[src/rtl/mac_accumulator_block.sv]
// Four-word accumulator behind the MAC combiner. Lanes of 1, 2 or 4 words share carries by mode.
// Optional build macro MAC_ACC_SATURATE_EN: clamp lanes on signed overflow instead of wrapping.
module mac_accumulator_block #(
   parameter int MAC_CONF_WIDTH = 3,
   parameter int MAC_MIN_WIDTH  = 8,
   parameter int MAC_ACC_WIDTH  = 4*MAC_MIN_WIDTH
) (
   input  logic                      clk,
   input  logic                      rst,
   input  logic                      en,
   input  logic [MAC_CONF_WIDTH-1:0] cfg,
   input  logic                      in_valid,
   input  logic [MAC_ACC_WIDTH-1:0]  in0,
   input  logic [MAC_ACC_WIDTH-1:0]  in1,
   input  logic [MAC_ACC_WIDTH-1:0]  in2,
   input  logic [MAC_ACC_WIDTH-1:0]  in3,
   input  logic                      init_load,
   input  logic [MAC_ACC_WIDTH-1:0]  init0,
   input  logic [MAC_ACC_WIDTH-1:0]  init1,
   input  logic [MAC_ACC_WIDTH-1:0]  init2,
   input  logic [MAC_ACC_WIDTH-1:0]  init3,
   input  logic                      acc_clear,
   output logic                      out_valid,
   output logic [MAC_ACC_WIDTH-1:0]  out0,
   output logic [MAC_ACC_WIDTH-1:0]  out1,
   output logic [MAC_ACC_WIDTH-1:0]  out2,
   output logic [MAC_ACC_WIDTH-1:0]  out3,
   output logic [3:0]                ovf
);

   localparam int W = MAC_ACC_WIDTH;

   // Mode encodings match mac_const.vh; 2'b11 is treated as quad.
   localparam logic [1:0] MODE_SINGLE = 2'b00;
   localparam logic [1:0] MODE_DUAL   = 2'b01;

   // Index of the top word of the lane that word i belongs to.
   function automatic logic [1:0] lane_top(input logic [1:0] mode, input logic [1:0] i);
      case (mode)
         MODE_SINGLE: lane_top = i;
         MODE_DUAL:   lane_top = {i[1], 1'b1};
         default:     lane_top = 2'd3;
      endcase
   endfunction

   // Word-level slice of the lane-wide clamp value.
   function automatic logic [W-1:0] sat_word(input logic is_top, input logic neg);
      if (is_top) sat_word = neg ? {1'b1, {(W-1){1'b0}}} : {1'b0, {(W-1){1'b1}}};
      else        sat_word = neg ? {W{1'b0}} : {W{1'b1}};
   endfunction

   logic [W-1:0] r_acc [4];
   logic         r_out_valid;
   logic [3:0]   r_ovf;
   logic [1:0]   r_mode;

   logic [W-1:0] w_in   [4];
   logic [W-1:0] w_init [4];
   logic [W-1:0] w_base [4];
   logic [W-1:0] w_sum  [4];
   logic [W-1:0] w_res  [4];
   logic [W-1:0] w_next [4];
   logic [3:0]   w_cout;
   logic [3:0]   w_link;
   logic [3:0]   w_top;
   logic [3:0]   w_new_ovf;
   logic [1:0]   w_mode;
   logic         w_ovf_clr;

   assign w_mode    = cfg[1:0];
   assign w_ovf_clr = init_load | acc_clear | (w_mode != r_mode);

   assign w_in[0]   = in0;
   assign w_in[1]   = in1;
   assign w_in[2]   = in2;
   assign w_in[3]   = in3;
   assign w_init[0] = init0;
   assign w_init[1] = init1;
   assign w_init[2] = init2;
   assign w_init[3] = init3;

   // Carry enters word i only when word i-1 sits in the same lane.
   always_comb begin
      w_link = 4'b0000;
      for (int i = 1; i < 4; i++) begin
         w_link[i] = (lane_top(w_mode, 2'(i)) == lane_top(w_mode, 2'(i-1)));
      end
   end

   always_comb begin
      logic [W:0] t;
      logic       cin;
      w_cout    = 4'b0000;
      w_top     = 4'b0000;
      w_new_ovf = 4'b0000;
      t         = '0;
      for (int i = 0; i < 4; i++) begin
         w_base[i] = init_load ? w_init[i] : (acc_clear ? {W{1'b0}} : r_acc[i]);
         cin       = (i == 0) ? 1'b0 : (w_link[i] & w_cout[(i == 0) ? 0 : i-1]);
         t         = {1'b0, w_base[i]} + {1'b0, w_in[i]} + {{W{1'b0}}, cin};
         w_sum[i]  = t[W-1:0];
         w_cout[i] = t[W];
         w_top[i]  = (lane_top(w_mode, 2'(i)) == 2'(i));
         // Signed overflow is judged on the lane's top word only.
         w_new_ovf[i] = w_top[i] & cfg[2] & in_valid &
                        (w_base[i][W-1] == w_in[i][W-1]) &
                        (w_sum[i][W-1] != w_base[i][W-1]);
      end
   end

   always_comb begin
      logic [1:0] top;
      top = 2'd0;
      for (int i = 0; i < 4; i++) begin
         top = lane_top(w_mode, 2'(i));
`ifdef MAC_ACC_SATURATE_EN
         w_res[i] = w_new_ovf[top] ? sat_word(w_top[i], w_base[top][W-1]) : w_sum[i];
`else
         w_res[i] = w_sum[i];
`endif
         if (in_valid) w_next[i] = cfg[2] ? w_res[i] : w_in[i];
         else          w_next[i] = w_base[i];
      end
   end

   always_ff @(posedge clk) begin
      if (rst) begin
         for (int i = 0; i < 4; i++) r_acc[i] <= '0;
         r_out_valid <= 1'b0;
         r_ovf       <= 4'b0000;
         r_mode      <= MODE_SINGLE;
      end else if (en) begin
         for (int i = 0; i < 4; i++) r_acc[i] <= w_next[i];
         r_out_valid <= in_valid;
         r_ovf       <= (w_ovf_clr ? 4'b0000 : r_ovf) | w_new_ovf;
         r_mode      <= w_mode;
      end else begin
         r_out_valid <= 1'b0;
      end
   end

   assign out0      = r_acc[0];
   assign out1      = r_acc[1];
   assign out2      = r_acc[2];
   assign out3      = r_acc[3];
   assign out_valid = r_out_valid;
   assign ovf       = r_ovf;

endmodule

[config.mk]
export PLATFORM = sky130hd
export DESIGN_NAME = mac_accumulator_block
export DESIGN_NICKNAME = d
export VERILOG_FILES = /design/src/rtl/mac_accumulator_block.sv
export SDC_FILE = /design/constraint.sdc
export NUM_CORES = 1
export LEC_CHECK = 0
export BUFFER_PORTS_ARGS = -buffer_cell sky130_fd_sc_hd__buf_2
export CAP_MARGIN = 20
export CELL_PAD_IN_SITES_DETAIL_PLACEMENT = 2
export CELL_PAD_IN_SITES_GLOBAL_PLACEMENT = 2
export CORE_UTILIZATION = 34
export CTS_CLUSTER_SIZE = 25
export DETAILED_ROUTE_END_ITERATION = 12
export GPL_ROUTABILITY_DRIVEN = 0
export GPL_TIMING_DRIVEN = 0
export PLACE_DENSITY_LB_ADDON = 0.1
export SLEW_MARGIN = 20
export SYNTH_ARGS = -nofsm -noshare
export SYNTH_HDL_FRONTEND = slang
export SYNTH_SLANG_ARGS = --single-unit
[constraint.sdc]
create_clock -name clk -period 17.7 [get_ports clk]
set_input_delay 0.885 -clock clk [delete_from_list [all_inputs] [get_ports clk]]
set_output_delay 0.885 -clock clk [all_outputs]
set_load 0.01 [all_outputs]
==> results of run 1 <==
==> layout make-up <==
cell class,count,area (sq um)
fillers,4888,24200
multi-input cells,1411,10100
flip-flops and latches,135,3980
repair buffers,399,2060
well taps,539,674
clock buffers,19,443
plain buffers,101,385
clock inverters,13,203
inverters,47,176
diodes,12,30.0
==> cell usage after synthesis (all sizes together) (15+ instances only) <==
cell type	n	share of area
nor2b	24	0.010
and3	18	0.0077
ha	124	0.11
xnor2	70	0.042
clkbuf	83	0.021
a22oi	17	0.0087
a21o	75	0.039
o21ai	135	0.047
buf	18	0.0047
o21a	15	0.0077
a31oi	24	0.013
xor2	28	0.017
a211oi	63	0.033
nand3	25	0.0085
a21oi	159	0.055
inv	46	0.012
edfxtp	128	0.26
nor2	142	0.037
a22o	122	0.074
nor3	16	0.0055
mux2i	51	0.035
nand2b	22	0.0094
nand2	109	0.028
==> cells by family after synthesis <==
group                      synth area share
and+or+nand+nor                       0.126
adders and majority gates             0.116
DFF                                   0.272
AOI/OAI and AO/OA                     0.351
xor gates and xnor gates             0.0586
muxes                                0.0387
buffers and inverters                0.0380
==> through the flow <==
step,total power [mW],util,worst slack [ns]
3_3_place_gp,0.915,0.409,3.25
2_1_floorplan,0.737,-,6.75
5_1_grt,1.42,0.427,2.66
6_report,1.37,0.427,3.16
4_1_cts,1.36,0.427,3.39
3_5_place_dp,0.937,0.411,3.05
==> registers in the layout (all words and copies together), names as in the netlist <==
signal / cells
r_mode: 2
r_acc: 128
ovf: 4
out_valid: 1
==> layer usage <==
| metal | vias up | routed length [um] |
|---|---|---|
| li1 | 7372 | - |
| met1 | 8474 | 33300 |
| met2 | 662 | 36200 |
| met3 | 193 | 4990 |
| met4 | 4 | 4450 |
| met5 | - | 24 |
==> cell usage in the layout, fill, tap and decap left out, drive strengths merged, types with 75 or more instances in the layout <==
cell type,n
a21o,75
o21ai,135
clkbuf,103
nand2,109
buf,416
edfxtp,128
ha,124
nor2,142
a21oi,159
a22o,122
==> path summary, 6_finish.rpt <==
path / slack (ns) / to / start / depth (start not counted)
setup reg to reg: 5.40 / r_acc[3][28] / r_acc[0][0] / 49
hold reg to reg: 0.45 / ovf[1] / ovf[1] / 2
hold / removal: 0.45 / ovf[1] / ovf[1] / 2
setup / recovery: 3.16 / r_acc[3][28] / init_load / 53
==> power breakdown <==
group          switching, mW  internal [mW]
Sequential            0.0183          0.379
Clock                  0.172          0.253
Combinational          0.334          0.212
==> worst max-delay path, delay by kind of cell <==
kind	cells	cell delay [ns]
buffers and inverters	4	1.84
adder cells (fa/ha/maj)	8	3.65
AO/OA/AOI/OAI	33	6.72
AND/OR/NAND/NOR	7	1.33
multiplexers	1	0.35
==> key figures, run 1 <==
Run status
  – Status: finished clean

Clocking
  – CTS root buffer: clkbuf_16
  – Clock buffer depth: 2
  – Inserted Clock Buffers: 17
  – CTS resizes: 0
  – TritonCTS clock tree: built
  – Worst skew pair latency: approximately 0.47 ns
  – Post-CTS Setup Inserts: 0
  – H-Tree Level Count: 4
  – TritonCTS Sinks: roughly 140
  – CTS Hold Bufs: 0
  – Clock slew at reported path FFs: ~0.070 ns

Worst setup path
  – Crit. End Element: flip-flop
  – Worst EP arrival: about 15 ns
  – CP max-delay cell: clkbuf_1
  – Worst Path Required: about 18 ns
  – Critical Path Most Common Cell: fa_1
  – Crit-path max cell delay: 0.82 ns
  – CP Max Fanout: 10
  – CP Launch Type: input port
  – Setup CP Type: in -> reg

Die
  – Core area: 0.0422 sq mm
  – Height of the die: between 200 and 250 um
  – Die width: around 210 um
  – Die Footprint: approximately 0.044 sq mm
  – IO Pins: a little under 400
  – Initial Util: 0.347
  – FP Rows: 75

Layout
  – Fin cells: approximately 2,700
  – Share of cells above drive strength 1: 0.223
  – Syn-to-layout area delta: 23.3%
  – Post-layout nets: between 2,000 and 3,000
  – Final instance area: roughly 0.018 sq mm

Global routing
  – Vias in the first global route: 17,800
  – Initial antenna violation count: 13
  – Pin count of the biggest net entering global routing: 30
  – First-pass GRT wire length: ~110,000 um
  – Busiest metal layer after global routing: met2
  – GRT met2 Usage: 0.577
  – Met1 usage: 0.445
  – Remaining Overflow, GRT: 0
  – GR Layer Usage met3: 0.0546
  – GRT Total Usage: 0.353

Timing
  – RSZ-0062 raised after global routing: false
  – Final hold viol count: 0
  – Max Clock Freq: 68.8 MHz
  – Setup_tns: 0 ns
  – Final setup vio count: 0
  – Final period demand of the worst path: roughly 15 ns
  – WHS: roughly 0.45 ns
  – Slew Limit Fails: 0
  – Clock skew after layout: about 0.014 ns
  – Measured slew at the worst slew-check pin: around 1.2 ns
  – Final period util: 0.822
  – Max-slew headroom: 0.173

Logic synthesis
  – Ys flop type: edfxtp_1
  – Register area share after synthesis: 0.272
  – Synth Instances: 1,694
  – Average size of a mapped cell: between 8 and 9 sq um
  – Synth warnings: 0
  – Syn_nets: 2,090
  – Post-synth ARST share: 0
  – Distinct cells, synth: 80
  – Post-synth EDFFs: around 130
  – Post-Syn Area: about 0.015 sq mm
  – Yosys reg bits: 135

Route
  – DR vias: roughly 17,000
  – Drt via density: roughly 6.2
  – First drt pass iteration count: 5
  – Residual DRC count: 0
  – Avg WL per Cell: just under 30 um
  – Routed Wire Length: 78,900 um
  – DRT antenna net count: 0
  – Iteration-0 DRC Markers: 974

Power and ir drop
  – Max IR drop VDD: roughly 0.042 mV
  – Pleak: about 8.4 nW
  – PwrDens: approximately 76 mW/mm^2

Min path
  – Hold/Removal Path Class: reg -> reg

Placed design
  – Placed insts: approximately 2,600
  – IO buf count: 395
  – Placed Area: 0.0174 sq mm
  – Dpl hpwl: between 60,000 and 70,000 um

Run
  – Max_cap viols: 0
(Power assumes the default switching activity.)
==> inputs of run 2 (changes only) <==
--- a/config.mk
+++ b/config.mk
@@ -9,7 +9,7 @@
 export CAP_MARGIN = 20
 export CELL_PAD_IN_SITES_DETAIL_PLACEMENT = 2
 export CELL_PAD_IN_SITES_GLOBAL_PLACEMENT = 2
-export CORE_UTILIZATION = 34
+export CORE_UTILIZATION = 29
 export CTS_CLUSTER_SIZE = 25
 export DETAILED_ROUTE_END_ITERATION = 12
 export GPL_ROUTABILITY_DRIVEN = 0
==> constraint.sdc (replaced) <==
create_clock -name clk -period 11.9 [get_ports clk]
set_input_delay 0.595 -clock clk [delete_from_list [all_inputs] [get_ports clk]]
set_output_delay 0.595 -clock clk [all_outputs]
set_load 0.01 [all_outputs]
==> run 2 against run 1 <==
Sequential cell count stayed put. Combinational power grew 51%. Via count fell by 1.5%. Highest routed layer unchanged.
==> key figures, run 2 (synthesis gave the netlist of run 1 again) <==
Run status
  – Status: finished clean

Power and ir drop
  – Max IR drop VDD: approximately 0.11 mV
  – Power Total: ~2.0 mW
  – Pleak: ~8.5 nW
  – PwrDens: about 110 mW/mm^2

Layout
  – Largest register FFs: approximately 130
  – Post-layout nets: between 2,000 and 3,000
  – Share of cells above drive strength 1: 0.241
  – Syn-to-layout area delta: 25.0%
  – Final core utilization: 0.371
  – Largest Register: r_acc
  – # fillers: ~5,700
  – Most common cell after layout, fill and taps aside: buf_2
  – Most frequent cells in the layout: 401 x buf_2, 153 x a21oi_1, 140 x nor2_1

Timing
  – Measured slew at the worst slew-check pin: roughly 1.3 ns
  – Final hold viol count: 0
  – Max Clock Freq: a little under 90 MHz
  – Clock skew after layout: ~0.015 ns
  – Final period util: 0.967
  – Final period demand of the worst path: approximately 12 ns
  – Final setup vio count: 0
  – Slew Limit Fails: 0
  – Max-slew headroom: 0.150

Clocking
  – Clock buffer depth: 2
  – H-Tree Level Count: 4
  – CTS Hold Bufs: 0
  – TritonCTS Sinks: about 140
  – TritonCTS clock tree: built
  – Inserted Clock Buffers: 17
  – Worst skew pair latency: ~0.51 ns
  – Clock slew at reported path FFs: around 0.070 ns
  – CTS root buffer: clkbuf_16

Worst setup path
  – Worst EP arrival: 11.72 ns
  – Worst reg-to-reg path cell count: 50
  – Flop-to-flop setup slack: between 0.9 and 1 ns
  – CP max-delay cell: clkdlybuf4s18_2
  – CP Max Fanout: 10
  – CP Launch Type: input port
  – Crit-path max cell delay: 0.57 ns
  – Setup CP Type: in -> reg
  – Critical Path Most Common Cell: nor2b_1
  – Crit. End Element: flip-flop
  – Worst Path Required: 12.11 ns

Die
  – IO Pins: between 300 and 400
  – Height of the die: ~230 um
  – Die width: ~230 um
  – Die Footprint: 0.0514 sq mm
  – Initial Util: 0.297
  – FP Rows: between 80 and 90
  – Core area: around 0.05 sq mm

Route
  – Avg WL per Cell: ~29 um
  – DR vias: between 15,000 and 20,000
  – DRT antenna net count: 0
  – Routed Wire Length: between 80,000 and 90,000 um
  – First drt pass iteration count: 5
  – Drt via density: 5.87
  – Residual DRC count: 0
  – Iteration-0 DRC Markers: approximately 1,000

Run
  – Max_cap viols: 0

Global routing
  – Remaining Overflow, GRT: 0
  – Initial antenna violation count: 8
  – Pin count of the biggest net entering global routing: 45
  – First-pass GRT wire length: around 120,000 um
  – Vias in the first global route: 17,200
  – GRT Total Usage: 0.316

Placed design
  – IO buf count: just under 400
  – Dpl hpwl: between 60,000 and 70,000 um

Min path
  – Worst hold path depth: 2
  – Hold/Removal Path Class: in -> reg
run 2: changes by cell type in the layout (fill, tap and decap cells not counted), sizes merged:
cell,before,now
buf,416,427
diode,12,4
clkinv,4,5
bufinv,5,1
clkbuf,103,107
clkinvlp,5,0
clkdlybuf4s18,0,1
run 2: worst max-delay path, delay by kind of cell:
kind,cells,cell delay [ns]
AO/OA/AOI/OAI,30,6.76
adder cells (fa/ha/maj),6,1.64
buffers and inverters,5,1.43
AND/OR/NAND/NOR,8,1.24
run 2: area by class of cell:
cell class              count  area, sq um  area share
clock inverters             5         50.0     0.00274
plain buffers             101          464      0.0254
inverters                  47          176     0.00965
diodes                      4         10.0    0.000547
repair buffers            407         2120       0.116
clock buffers              27          483      0.0264
multi-input cells        1411        10200       0.556
flip-flops and latches    135         3980       0.218
well taps                 664          831      0.0454
run 2: where the power goes:
part / internal (mW) / switching [mW]
Combinational: 0.323 / 0.502
Sequential: 0.564 / 0.0277
Clock: 0.296 / 0.245
Total: 1.18 / 0.774
run 2: final timing paths:
check	end	start
setup / recovery	r_acc[3][31]	init_load
hold / removal	r_mode[0]	rst
setup reg to reg	r_acc[3][31]	r_acc[0][0]
hold reg to reg	ovf[3]	ovf[3]
run 2: what timing repair did:
action,in CTS,in global routing
hold endpoints to repair,0,0
setup endpoints to repair,33,22
resized for setup,41,26
pin swaps,3,8
cloned,0,0
setup buffers,3,5
run 2: metal layers:
layer / part of all wire / up-vias / global-route usage
li1: - / 7378 / -
met1: 0.44 / 8404 / 0.410
met2: 0.47 / 539 / 0.522
met3: 0.056 / 124 / 0.0583
met4: 0.032 / 10 / 0.113
met5: 0.00074 / - / 0
run 2: stage by stage:
| stage | instances | cell area, sq um | setup WS, ns | setup TNS, ns | hold slack [ns] |
|---|---|---|---|---|---|
| 3_5_place_dp | 2756 | 17500 | -2.68 | -63.81 | 0.448 |
| 3_3_place_gp | 2753 | 17400 | -2.45 | -56.91 | 0.439 |
| 2_1_floorplan | 1694 | 14600 | 1.24 | 0 | 0.477 |
| 4_1_cts | 2791 | 18200 | 0.0478 | 0 | 0.297 |
| 5_1_grt | 2798 | 18300 | -0.0324 | -0.0336 | 0.328 |
| 6_report | 2801 | 18300 | 0.391 | 0 | 0.340 |
==> inputs of run 3 (changes only) <==
--- a/config.mk
+++ b/config.mk
@@ -5,6 +5,7 @@
 export SDC_FILE = /design/constraint.sdc
 export NUM_CORES = 1
 export LEC_CHECK = 0
+export ABC_AREA = 0
 export BUFFER_PORTS_ARGS = -buffer_cell sky130_fd_sc_hd__buf_2
 export CAP_MARGIN = 20
 export CELL_PAD_IN_SITES_DETAIL_PLACEMENT = 2
@@ -14,7 +15,7 @@
 export DETAILED_ROUTE_END_ITERATION = 12
 export GPL_ROUTABILITY_DRIVEN = 0
 export GPL_TIMING_DRIVEN = 0
-export PLACE_DENSITY_LB_ADDON = 0.1
+export PLACE_DENSITY_LB_ADDON = 0.15
 export SLEW_MARGIN = 20
 export SYNTH_ARGS = -nofsm -noshare
 export SYNTH_HDL_FRONTEND = slang
==> run 3 against run 2 <==
Critical path depth up 3. Worst hold slack better by 0.0053 ns. Sequential share of layout area down 0.089 points. Final cell count stayed put. Final area increased by 0.41%. Non-clock buffer count did not move. Worst setup slack better by 0.045 ns. Critical path type unchanged. Highest routed layer unchanged. Die area stayed put.
==> key figures, run 3 (synthesis gave the netlist of run 1 again) <==
Timing
  – Max-slew headroom: 0.185
  – Setup_tns: 0 ns
  – Final setup vio count: 0
  – RSZ-0062 raised after global routing: false
  – Clock skew after layout: approximately 0.012 ns
  – Final hold viol count: 0
  – Max Clock Freq: slightly below 90 MHz
  – Slew Limit Fails: 0
  – Measured slew at the worst slew-check pin: ~1.2 ns
  – Final period demand of the worst path: 11.46 ns
  – Final period util: 0.963

Global routing
  – Remaining Overflow, GRT: 0
  – Vias in the first global route: approximately 17,000
  – Initial antenna violation count: 7
  – GRT met2 Usage: 0.530
  – Pin count of the biggest net entering global routing: 46
  – GR Layer Usage met3: 0.0485
  – First-pass GRT wire length: 115,000 um
  – Busiest metal layer after global routing: met2
  – Met1 usage: 0.404
  – GRT Total Usage: 0.316

Clocking
  – CTS root buffer: clkbuf_16
  – Clock slew at reported path FFs: around 0.070 ns
  – Inserted Clock Buffers: 17
  – CTS Hold Bufs: 0
  – Worst skew pair latency: slightly above 0.5 ns
  – TritonCTS clock tree: built
  – TritonCTS Sinks: approximately 140
  – H-Tree Level Count: 4
  – Clock buffer depth: 2

Route
  – Routed Wire Length: between 80,000 and 90,000 um
  – Residual DRC count: 0
  – DR vias: 16,400
  – Drt via density: roughly 5.9
  – Iteration-0 DRC Markers: ~1,200
  – Avg WL per Cell: a little under 30 um
  – DRT antenna net count: 0
  – First drt pass iteration count: 8

Layout
  – Multi-input gate area: slightly above 0.01 sq mm
  – Most frequent cells in the layout: 404 x buf_2, 153 x a21oi_1, 140 x nor2_1
  – # fillers: 5,708
  – Syn-to-layout area delta: 25.5%
  – Final core utilization: 0.372
  – Register area: 0.00398 sq mm
  – Share of cells above drive strength 1: 0.241
  – Most common cell after layout, fill and taps aside: buf_2
  – Largest Register: r_acc
  – Post-layout nets: about 2,500
  – Largest register FFs: 128

Worst setup path
  – CP Max Fanout: 10
  – R2r startpoint: r_acc[0][0]
  – Setup CP Type: in -> reg
  – Worst Path Required: 12.26 ns
  – CP Launch Type: input port
  – Worst EP arrival: around 12 ns
  – CP max-delay cell: buf_2
  – Crit. End Element: flip-flop
  – Worst Setup SP: init_load
  – Crit-path max cell delay: approximately 0.47 ns

Power and ir drop
  – Sw power: 0.786 mW
  – Comb power frac: 0.410
  – Max IR drop VDD: 0.0903 mV
  – P_int: roughly 1.2 mW
  – Power share of the clock group: 0.297
  – PwrDens: between 100 and 150 mW/mm^2
  – Register share of total power: 0.293
  – Sw frac: 0.389
  – Pleak: 8.50 nW

Min path
  – Hold Startpoint: rst
  – Hold/Removal Path Class: in -> reg

Run
  – Max_cap viols: 0

Die
  – IO Pins: 398
  – Die width: 227 um
  – Initial Util: 0.297
  – Core area: 0.0494 sq mm
  – Height of the die: roughly 230 um
  – FP Rows: between 80 and 90
  – Die Footprint: ~0.051 sq mm

Run status
  – Status: finished clean

Placed design
  – Dpl hpwl: about 63,000 um
  – IO buf count: approximately 400
## run 3: cell count changes in the layout (fill, tap and decap cells not counted), moves of 2 or more
cell       before  now
buf_2         401  404
buf_4          11    8
buf_8           1    3
bufinv_16       1    4
clkbuf_1       74   71
clkbuf_4        3    1
clkbuf_8        2    0
clkinv_1        1    5
## run 3: cell type report
cell class                 instances  area share
antenna                            4    0.000545
buffer                           101      0.0247
clock buffer                      20      0.0238
clock inverter                    12     0.00858
inverter                          47     0.00961
multi-input combinational       1411       0.555
sequential                       135       0.217
tap                              664      0.0452
timing repair buffer             407       0.116
## run 3: repair_timing
action	in CTS	in global routing
resized for setup	42	25
buffers inserted	3	4
setup endpoints to repair	33	21
pin swaps	3	8
## run 3: per-stage QoR
| step | setup WS (ns) | power, mW | hold slack [ns] | std cells | instance area, sq um |
|---|---|---|---|---|---|
| 2_1_floorplan | 1.24 | 1.10 | 0.477 | 1694 | 14600 |
| 3_3_place_gp | -2.54 | 1.37 | 0.435 | 2753 | 17400 |
| 3_5_place_dp | -2.73 | 1.40 | 0.452 | 2757 | 17500 |
| 4_1_cts | 0.0479 | 2.02 | 0.309 | 2792 | 18300 |
| 5_1_grt | 0.0220 | 2.11 | 0.326 | 2798 | 18400 |
| 6_report | 0.437 | 2.02 | 0.345 | 2801 | 18400 |
## run 3: final timing paths
check	end	slack, ns	cells after the start
setup reg to reg	r_acc[3][28]	1.00	50
setup / recovery	r_acc[3][28]	0.44	52
hold / removal	r_mode[1]	0.34	2
hold reg to reg	ovf[3]	0.46	2
## run 3: layer usage
metal / share of wire / vias up
met5: 0.00033 / -
met4: 0.034 / 4
met3: 0.054 / 129
met2: 0.48 / 553
met1: 0.44 / 8338
li1: - / 7384
## run 3: power groups by stage
stage / Combinational, mW / Clock [mW] / Sequential (mW)
floorplan: 0.486 / 0 / 0.611
global placement: 0.772 / 0 / 0.602
detailed placement: 0.800 / 0 / 0.600
CTS: 0.815 / 0.609 / 0.591
global route: 0.893 / 0.620 / 0.594
finish: 0.828 / 0.599 / 0.592
## run 3: worst max-delay path: cells and delay by family
kind / cells / cell delay, ns
compound gates: 33 / 5.69
buf+inv: 5 / 1.14
fa+ha+maj: 7 / 2.99
simple gates: 6 / 1.03
mux: 1 / 0.35
